**src/rtl/ps2_rx_fifo.sv**
```systemverilog
// PS/2 device-to-host receiver: synchroniser, clock deglitch filter, frame
// deserialiser with start/parity/stop/timeout checks, and a show-ahead FIFO.
module ps2_rx_fifo #(
    parameter int unsigned DATA_BITS  = 8,
    parameter int unsigned PARITY_EN  = 1,
    parameter int unsigned PARITY_ODD = 1,
    parameter int unsigned FILT_LEN   = 4,
    parameter int unsigned TIMEOUT    = 3400,
    parameter int unsigned DEPTH      = 4
) (
    input  logic                     ck,
    input  logic                     reset,
    input  logic                     ps2_clk,
    input  logic                     ps2_data,
    output logic [DATA_BITS-1:0]     data_out,
    output logic                     data_valid,
    input  logic                     data_ack,
    output logic [$clog2(DEPTH):0]   fifo_count,
    output logic                     parity_err,
    output logic                     frame_err,
    output logic                     timeout_err,
    output logic                     overrun,
    output logic                     busy
);

    localparam int unsigned PW = $clog2(DEPTH);
    localparam int unsigned CW = $clog2(DEPTH) + 1;
    localparam int unsigned BW = $clog2(DATA_BITS) + 1;
    localparam int unsigned TW = $clog2(TIMEOUT + 1);
    localparam int unsigned FW = $clog2(FILT_LEN);

    typedef enum logic [1:0] {IDLE, DATA, PARITY, STOP} state_t;

    logic               clk_s1, clk_s2, dat_s1, dat_s2;
    logic               filt_q;
    logic [FW-1:0]      fcnt_q;
    logic               fall_c;

    state_t             state_q, state_d;
    logic [BW-1:0]      bitcnt_q, bitcnt_d;
    logic [DATA_BITS-1:0] shreg_q, shreg_d;
    logic               par_q, par_d;
    logic [TW-1:0]      tcnt_q;
    logic               tout_hit_c, par_ok_c;
    logic               push_c, perr_d, ferr_d, tout_d;

    logic [DATA_BITS-1:0] mem [DEPTH];
    logic [PW-1:0]      wr_ptr_q, rd_ptr_q;
    logic               pop_c, full_c, do_push_c;
    logic [CW-1:0]      count_d;
    logic [DATA_BITS-1:0] head_d;

    // Two-flop synchronisers; idle-high so reset produces no edge.
    always_ff @(posedge ck) begin
        if (reset) begin
            clk_s1 <= 1'b1;
            clk_s2 <= 1'b1;
            dat_s1 <= 1'b1;
            dat_s2 <= 1'b1;
        end else begin
            clk_s1 <= ps2_clk;
            clk_s2 <= clk_s1;
            dat_s1 <= ps2_data;
            dat_s2 <= dat_s1;
        end
    end

    // Filtered clock follows the synced line only after FILT_LEN differing samples.
    always_ff @(posedge ck) begin
        if (reset) begin
            filt_q <= 1'b1;
            fcnt_q <= '0;
        end else if (clk_s2 != filt_q) begin
            if (fcnt_q == FW'(FILT_LEN - 1)) begin
                filt_q <= clk_s2;
                fcnt_q <= '0;
            end else begin
                fcnt_q <= fcnt_q + FW'(1);
            end
        end else begin
            fcnt_q <= '0;
        end
    end

    // Fall strobe: the cycle in which the filtered clock is switching 1->0.
    assign fall_c = filt_q & ~clk_s2 & (fcnt_q == FW'(FILT_LEN - 1));

    // Inter-edge timer, held at zero while idle and restarted by each fall.
    always_ff @(posedge ck) begin
        if (reset || fall_c || state_q == IDLE) begin
            tcnt_q <= '0;
        end else if (tcnt_q != TW'(TIMEOUT)) begin
            tcnt_q <= tcnt_q + TW'(1);
        end
    end

    assign tout_hit_c = (state_q != IDLE) && (tcnt_q == TW'(TIMEOUT));
    assign par_ok_c   = (PARITY_EN == 0) || ((^shreg_q ^ par_q) == (PARITY_ODD != 0));

    // Frame FSM state register.
    always_ff @(posedge ck) begin
        if (reset) begin
            state_q  <= IDLE;
            bitcnt_q <= '0;
            shreg_q  <= '0;
            par_q    <= 1'b0;
        end else begin
            state_q  <= state_d;
            bitcnt_q <= bitcnt_d;
            shreg_q  <= shreg_d;
            par_q    <= par_d;
        end
    end

    // Frame FSM next-state and per-frame verdict.
    always_comb begin
        state_d  = state_q;
        bitcnt_d = bitcnt_q;
        shreg_d  = shreg_q;
        par_d    = par_q;
        push_c   = 1'b0;
        perr_d   = 1'b0;
        ferr_d   = 1'b0;
        tout_d   = 1'b0;
        if (tout_hit_c) begin
            state_d = IDLE;
            tout_d  = 1'b1;
        end else if (fall_c) begin
            unique case (state_q)
                IDLE: begin
                    if (!dat_s2) begin
                        state_d  = DATA;
                        bitcnt_d = '0;
                    end
                end
                DATA: begin
                    shreg_d  = DATA_BITS'({dat_s2, shreg_q} >> 1);
                    bitcnt_d = bitcnt_q + BW'(1);
                    if (bitcnt_q == BW'(DATA_BITS - 1)) begin
                        state_d = (PARITY_EN != 0) ? PARITY : STOP;
                    end
                end
                PARITY: begin
                    par_d   = dat_s2;
                    state_d = STOP;
                end
                STOP: begin
                    state_d = IDLE;
                    if (!dat_s2) begin
                        ferr_d = 1'b1;
                    end else if (!par_ok_c) begin
                        perr_d = 1'b1;
                    end else begin
                        push_c = 1'b1;
                    end
                end
                default: state_d = IDLE;
            endcase
        end
    end

    assign pop_c     = data_valid & data_ack;
    assign full_c    = (fifo_count == CW'(DEPTH));
    assign do_push_c = push_c & (~full_c | pop_c);
    assign count_d   = fifo_count + CW'(do_push_c) - CW'(pop_c);

    // Next show-ahead head word.
    always_comb begin
        head_d = data_out;
        if (pop_c) begin
            if (fifo_count > CW'(1)) begin
                head_d = mem[rd_ptr_q + PW'(1)];
            end else if (do_push_c) begin
                head_d = shreg_q;
            end else begin
                head_d = '0;
            end
        end else if (fifo_count == '0 && do_push_c) begin
            head_d = shreg_q;
        end
    end

    // FIFO storage; entries are not reset, only pointers and count.
    always_ff @(posedge ck) begin
        if (do_push_c) begin
            mem[wr_ptr_q] <= shreg_q;
        end
    end

    // FIFO pointers, registered head, flags and status pulses.
    always_ff @(posedge ck) begin
        if (reset) begin
            wr_ptr_q    <= '0;
            rd_ptr_q    <= '0;
            fifo_count  <= '0;
            data_valid  <= 1'b0;
            data_out    <= '0;
            parity_err  <= 1'b0;
            frame_err   <= 1'b0;
            timeout_err <= 1'b0;
            overrun     <= 1'b0;
            busy        <= 1'b0;
        end else begin
            if (do_push_c) begin
                wr_ptr_q <= wr_ptr_q + PW'(1);
            end
            if (pop_c) begin
                rd_ptr_q <= rd_ptr_q + PW'(1);
            end
            fifo_count  <= count_d;
            data_valid  <= (count_d != '0);
            data_out    <= head_d;
            parity_err  <= perr_d;
            frame_err   <= ferr_d;
            timeout_err <= tout_d;
            overrun     <= push_c & full_c & ~pop_c;
            busy        <= (state_d != IDLE);
        end
    end

endmodule
```
**config.mk**
```make
export PLATFORM = sky130hd
export DESIGN_NAME = ps2_rx_fifo
export DESIGN_NICKNAME = d
export VERILOG_FILES = /design/src/rtl/ps2_rx_fifo.sv
export SDC_FILE = /design/constraint.sdc
export NUM_CORES = 1
export LEC_CHECK = 0
export BUFFER_PORTS_ARGS = -buffer_cell sky130_fd_sc_hd__buf_4
export CAP_MARGIN = 20
export CORE_MARGIN = 4
export CORE_UTILIZATION = 35
export DETAILED_ROUTE_END_ITERATION = 12
export MAX_ROUTING_LAYER = met4
export SLEW_MARGIN = 5
export SYNTH_ARGS = -nofsm -noshare
export SYNTH_HDL_FRONTEND = slang
export SYNTH_SLANG_ARGS = --single-unit
```
**constraint.sdc**
```tcl
create_clock -name ck -period 2.6 [get_ports ck]
set_input_delay 0.26 -clock ck [delete_from_list [all_inputs] [get_ports ck]]
set_output_delay 0.26 -clock ck [all_outputs]
set_load 0.1 [all_outputs]
```
# --- After elaboration in Yosys (flattened, before gate mapping) ---
# Memories as Yosys holds them, arrays and structs flattened.
# Index checks and enable logic that the tools add are counted.
totals:
  wordCells: 96
  rom_bits: 0
  register_bits: 55
  n_memories: 1
  output_inout_bits: 17
  latch_bits: 0
  in_bits: 5
  mem_bits_rw: 32
classes:
  n_mul: 0
  magnitude_cmp: 1
  eq_ne: 10
  n_addsub: 7
  reduce_logical: 19
  div: 0
  muxes: 21
  shift: 0
  bitwise_logic: 16
memory_table:
  columns: ["memory", "depth", "word_bits", "rd", "rd_ports_with_merged_regs", "write_ports", "line_no", "rtl"]
  rows:
  - ["mem", 4, 8, 1, 0, 1, "47", "logic [DATA_BITS-1:0] mem [DEPTH];"]
ops:
  columns: ["operator", "n"]
  rows:
  - ["8-bit two-way mux", 4]
  - ["12-bit by 1-bit adder with 12-bit output (second input constant)", 1]
  - ["12-bit equality test (second input constant)", 1]
  - ["12-bit != test (second input constant)", 1]
  - ["1-bit two-way mux", 10]
  - ["2-bit two-way mux", 4]
  - ["1-bit NOT", 8]
  - ["2-bit case mux with 4 select lines", 1]
  - ["4-bit case mux with 2 select lines", 1]
  - ["2-bit nonzero test", 4]
  - ["8-bit XOR reduction", 1]
  - ["2-bit by 1-bit adder with 2-bit output (second input constant)", 3]
  - ["1-bit AND", 6]
  - ["2-bit equality test (second input constant)", 3]
  - ["3-bit AND reduction", 2]
  - ["5-bit OR reduction", 1]
  - ["4-bit by 1-bit adder with 4-bit output (second input constant)", 1]
  - ["4-bit by 3-bit equality test with 1-bit output (second input constant)", 1]
  - ["4-bit two-way mux", 1]
  - ["4-bit AND reduction", 1]
  - ["4-bit OR reduction", 1]
  - ["3-bit by 1-bit adder with 3-bit output", 1]
  - ["3-bit equality test (second input constant)", 1]
  - ["3-bit by 1-bit greater-than comparator with 1-bit output (second input constant)", 1]
  - ["other kinds (13)", 15]

# --- Logic depth before layout (Yosys ltp) ---
depth:
  word_depth: 11
  ltp_mapped: 13

# --- Worst setup path after synthesis ---
# No wires, ideal clock.
synth_timing:
  path_kind: "reg2reg"
  start: "register tcnt_q[0]"
  end: "register data_valid"
  slack_ps: -218
  stages_incl_launch_ff: 14
  required_time_ps: 2468
  t_arrival_ps: 2686
  setup_ps: 132
  cell_sequence: "dfxtp_1 -> inv_1 -> ha_1 -> or4bb_4 -> nor3_4 -> or3_1 -> buf_4 -> or2_2 -> nand3_1 -> nand2_1 -> ha_1 -> fa_1 -> nor2_1 -> a21oi_1"
synth_via:
  elab_chain_len: 7
synth_lines:
  columns: ["item", "line_no", "rtl"]
  rows:
  - ["from (decl)", "43", "logic [TW-1:0] tcnt_q;"]
  - ["from (signal assigned)", "93", "tcnt_q <= tcnt_q + TW'(1);"]
  - ["12-bit equality test", "97", "assign tout_hit_c = (state_q != IDLE) && (tcnt_q == TW'(TIMEOUT));"]
  - ["1-bit logical AND", "97", null]
  - ["1-bit two-way mux", "125", "if (tout_hit_c) begin"]
  - ["1-bit AND", "164", "assign do_push_c = push_c & (~full_c | pop_c);"]
  - ["3-bit by 1-bit adder with 3-bit output", "165", "assign count_d = fifo_count + CW'(do_push_c) - CW'(pop_c);"]
  - ["3-bit by 1-bit subtractor with 3-bit output", "165", null]
  - ["via count_d[1]", "50", "logic [CW-1:0] count_d;"]
  - ["3-bit nonzero test", "211", "data_valid <= (count_d != '0);"]
  - ["to (signal assigned)", "211", null]
  - ["to (decl)", "16", "output logic data_valid,"]
# The timed path passes the listed nets, and every way through them passes these cells.
# A chain may end at the register's enable or synchronous reset.

# --- Worst setup path after layout ---
# Same ends and word-level chain as after synthesis.

==> key figures <==
Run status
  – Status: finished, final reports clean

Synthesis
  – Asr flop ratio synth: 0%
  – Sequential-to-total area share from yosys stat: between 50% and 60%
  – Post-Synth Simple-Gate Area: 17.85%
  – Post-synth EDFFs: 32
  – Yosys cell types: 49
  – Post-synthesis adder-cell area fraction: between 4 and 5%
  – Post-Synth XOR/XNOR Area: under 10%
  – Mux share of post-synthesis cell area: 7.798%
  – Cell count after synthesis: 330
  – Seq cells post-synth: 87
  – Main combinational cell family by area after synthesis: simple AND/OR/NAND/NOR gates
  – Syn Nets: 347
  – Main flop type after synthesis: dfxtp_1
  – YS warnings: 0
  – Syn Area/Cell: 11.28 um^2
  – Cell Area, Synth: 0.003722 mm^2
  – Post-synthesis compound-gate area fraction: 6.084%

Floorplanning
  – Die width: 111.1 um
  – Num rows: 37
  – Die H: 111.1 um
  – I/O Pins: 22
  – Starting density of the core: 36.06%
  – Die Footprint: 0.01235 mm^2
  – Core Box Area: 0.01032 mm^2

Clocking
  – H-tree levels: 3
  – CTS sink cnt: 87
  – Clock transition at path regs: 90 ps
  – Root Driver: clkbuf_8
  – Cts bufs inserted: 9
  – TritonCTS clock tree: done
  – Max clock buf depth: 2
  – Worst-Skew Late Latency: 360 ps

Power
  – Cell Pwr Density: 762.9 mW/mm^2
  – VDD IR max: 0.3666 mV
  – PnR Total Power: between 3000 and 4000 uW
  – Sw power: 1219 uW
  – Seq pwr share: a little under half
  – Switching power share of the total: 35.86%
  – Clock network fraction of design power: between 20% and 30%
  – Comb power frac: about 27%
  – Static leakage power: 0.001620 uW
  – P_int: 2180 uW

Timing
  – Fmax: between 300 and 400 MHz
  – Max_slew headroom: 57.24%
  – Hold Vio Cnt, Final: 0
  – Min Hold Slack: 90.21 ps
  – Max Slew Vio Count: 0
  – Setup Skew: 13.36 ps
  – # setup viols final: 0
  – Final Cycle Share: 96.72%
  – Tightest Pin Transition: 633.1 ps
  – Fin crit period: 2515 ps

Drt
  – Routed Antenna Nets: 0
  – Vias: 2532
  – Pre-Repair DR Iteration Count: 6
  – DRC viols: 0
  – Met1 WL: 3.398 mm
  – Routed length per placed instance: between 10 and 15 um
  – Met3 WL: 323 um
  – Top Layer Used: met4
  – First DRT Iteration DRCs: 165
  – Total Wirelength: 7.595 mm
  – Routed wl met2: 3.751 mm
  – Via/cell ratio: 4.888

Worst hold path
  – Hold path start: ps2_data
  – Hold Path Class: primary input to register
  – Hold EP: dat_s1$_SDFF_PP1_
  – WHS Path Cells: 2

Worst setup path
  – CP Data Required Time: 2890 ps
  – WP buf/inv: 1
  – R2R Path Start: tcnt_q[0]$_SDFFE_PP0P_
  – CP max stage cell: fa_2
  – CP peak stage delay: roughly 540 ps
  – CP top delay family: simple AND/OR/NAND/NOR gates
  – Worst Path Max Fanout: 3
  – Reg-to-Reg End: data_valid$_SDFF_PP0_
  – Critical path cell sequence: inv_2 > ha_1 > or4bb_4 > nor3_4 > or3_4 > or2_4 > nand3_4 > nand2_4 > ha_4 > fa_2 > nor2_2 > a21oi_1
  – Worst Setup End Kind: register
  – CP startpoint kind: register
  – Worst EP arrival: 2800 ps
  – WS Path Type: register to register
  – R2r worst-path depth: 12
  – Reg2Reg Setup Slack: 90 ps

Job
  – MaxCap Viol Count: 0

Layout
  – Commonest non-fill, non-tap cell in the layout: dfxtp_1
  – Layout Area Growth over Synthesis: 19.66%
  – Most frequent cells in the layout: dfxtp_1, buf_4, nor2_1
  – Number of nets in the layout: 394
  – Post-route cell area: between 0.004 and 0.005 mm^2
  – Antenna cells: 0
  – Layout cells sized above 1: about a quarter

GRT
  – Largest net degree at the start of global routing: 42
  – Total track usage: 13.34%
  – Via count of the first global-routing pass: 2561
  – First-pass GRT wire length: 12.93 mm
  – Overflow left after global routing: 0
  – Initial antenna violation count: 0

Place
  – DP Wirelength: about 5.3 mm
  – DP Area: 0.004199 mm^2
  – Placer Congestion: 0.7865
  – Port Buf Inserts: 21
[worst max-delay path by stage]
stage / slack (ps) / start / to / depth (start not counted)
floorplan: -150 / tcnt_q[0]$_SDFFE_PP0P_ / data_valid$_SDFF_PP0_ / 13
global placement: 60 / tcnt_q[0]$_SDFFE_PP0P_ / data_valid$_SDFF_PP0_ / 12
detailed placement: -40 / tcnt_q[0]$_SDFFE_PP0P_ / data_valid$_SDFF_PP0_ / 12
CTS: 2 / tcnt_q[0]$_SDFFE_PP0P_ / data_valid$_SDFF_PP0_ / 12
global route: -10 / tcnt_q[0]$_SDFFE_PP0P_ / data_valid$_SDFF_PP0_ / 12
finish: 90 / tcnt_q[0]$_SDFFE_PP0P_ / data_valid$_SDFF_PP0_ / 12
[flip-flops by register name, indices dropped and copies added, names as in the netlist, 2 cells and up]
name	cells
bitcnt_q	4
fcnt_q	2
wr_ptr_q	2
tcnt_q	12
state_q	2
mem	32
fifo_count	3
rd_ptr_q	2
shreg_q	8
data_out	8
[power groups by stage]
stage	sequential [uW]	clock, uW	combinational, uW
6_report	1550	931	921
5_1_grt	1560	1020	986
4_1_cts	1550	961	880
3_5_place_dp	1580	0	875
3_3_place_gp	1570	0	866
2_1_floorplan	1920	0	336
[timing repair]
item                       CTS  global route
pin swaps                    2             7
gates resized for setup      2             6
setup buffers                0             2
setup endpoints to repair    3             3
hold buffers                 0             0
[synthesized netlist by cell type (3+ instances only)]
cell type | count | share of area [%]
clkbuf_1 | 7 | 0.71
ha_1 | 11 | 3.7
mux4_2 | 8 | 4.8
xnor2_1 | 9 | 2.1
mux2i_1 | 11 | 3.0
nor3_1 | 9 | 1.2
nor2b_1 | 3 | 0.50
a31oi_1 | 8 | 1.3
xor2_1 | 13 | 3.1
o21ai_0 | 8 | 1.1
nand3_1 | 9 | 1.2
nand2_1 | 26 | 2.6
nor2_1 | 49 | 4.9
dfxtp_1 | 55 | 30
nand4_1 | 3 | 0.50
edfxtp_1 | 32 | 26
a21oi_1 | 13 | 1.7
nand2b_1 | 4 | 0.67
inv_1 | 8 | 0.81
and2_1 | 4 | 0.67
or2_2 | 6 | 1.0
[metal layers]
metal / track usage (%) / vias to the layer above
met1: 16.14 / 1221
li1: - / 1255
met2: 21.97 / 45
met5: - / -
met3: 3.876 / 11
met4: 3.487 / 0
[area by class of cell]
class | count | area (um^2)
clock buffer | 10 | 127.6
clock inverter | 6 | 70.07
timing repair buffer | 49 | 367.9
tap | 136 | 170.2
inverter | 8 | 30.03
multi-input combinational | 222 | 1624
fill | 988 | 5869
sequential | 87 | 2064
[cell families after synthesis]
logic type                 Yosys count
AOI/OAI and AO/OA                   36
xor gates and xnor gates            24
adders and majority gates           12
buffers and inverters               21
DFF                                 87
muxes                               19
and+or+nand+nor                    131
[stage by stage]
step	instances	setup TNS (ps)	worst slack, ps	utilization [%]
after floorplan	330	-372.3	-152.1	-
after global placement	500	0	57.13	40.67
after detailed placement	500	-46.63	-39.98	40.67
after CTS	516	0	2.295	42.66
after global routing	518	-14.68	-14.68	43.15
final	518	0	85.31	43.15
Power figures use the tool's default switching activity.
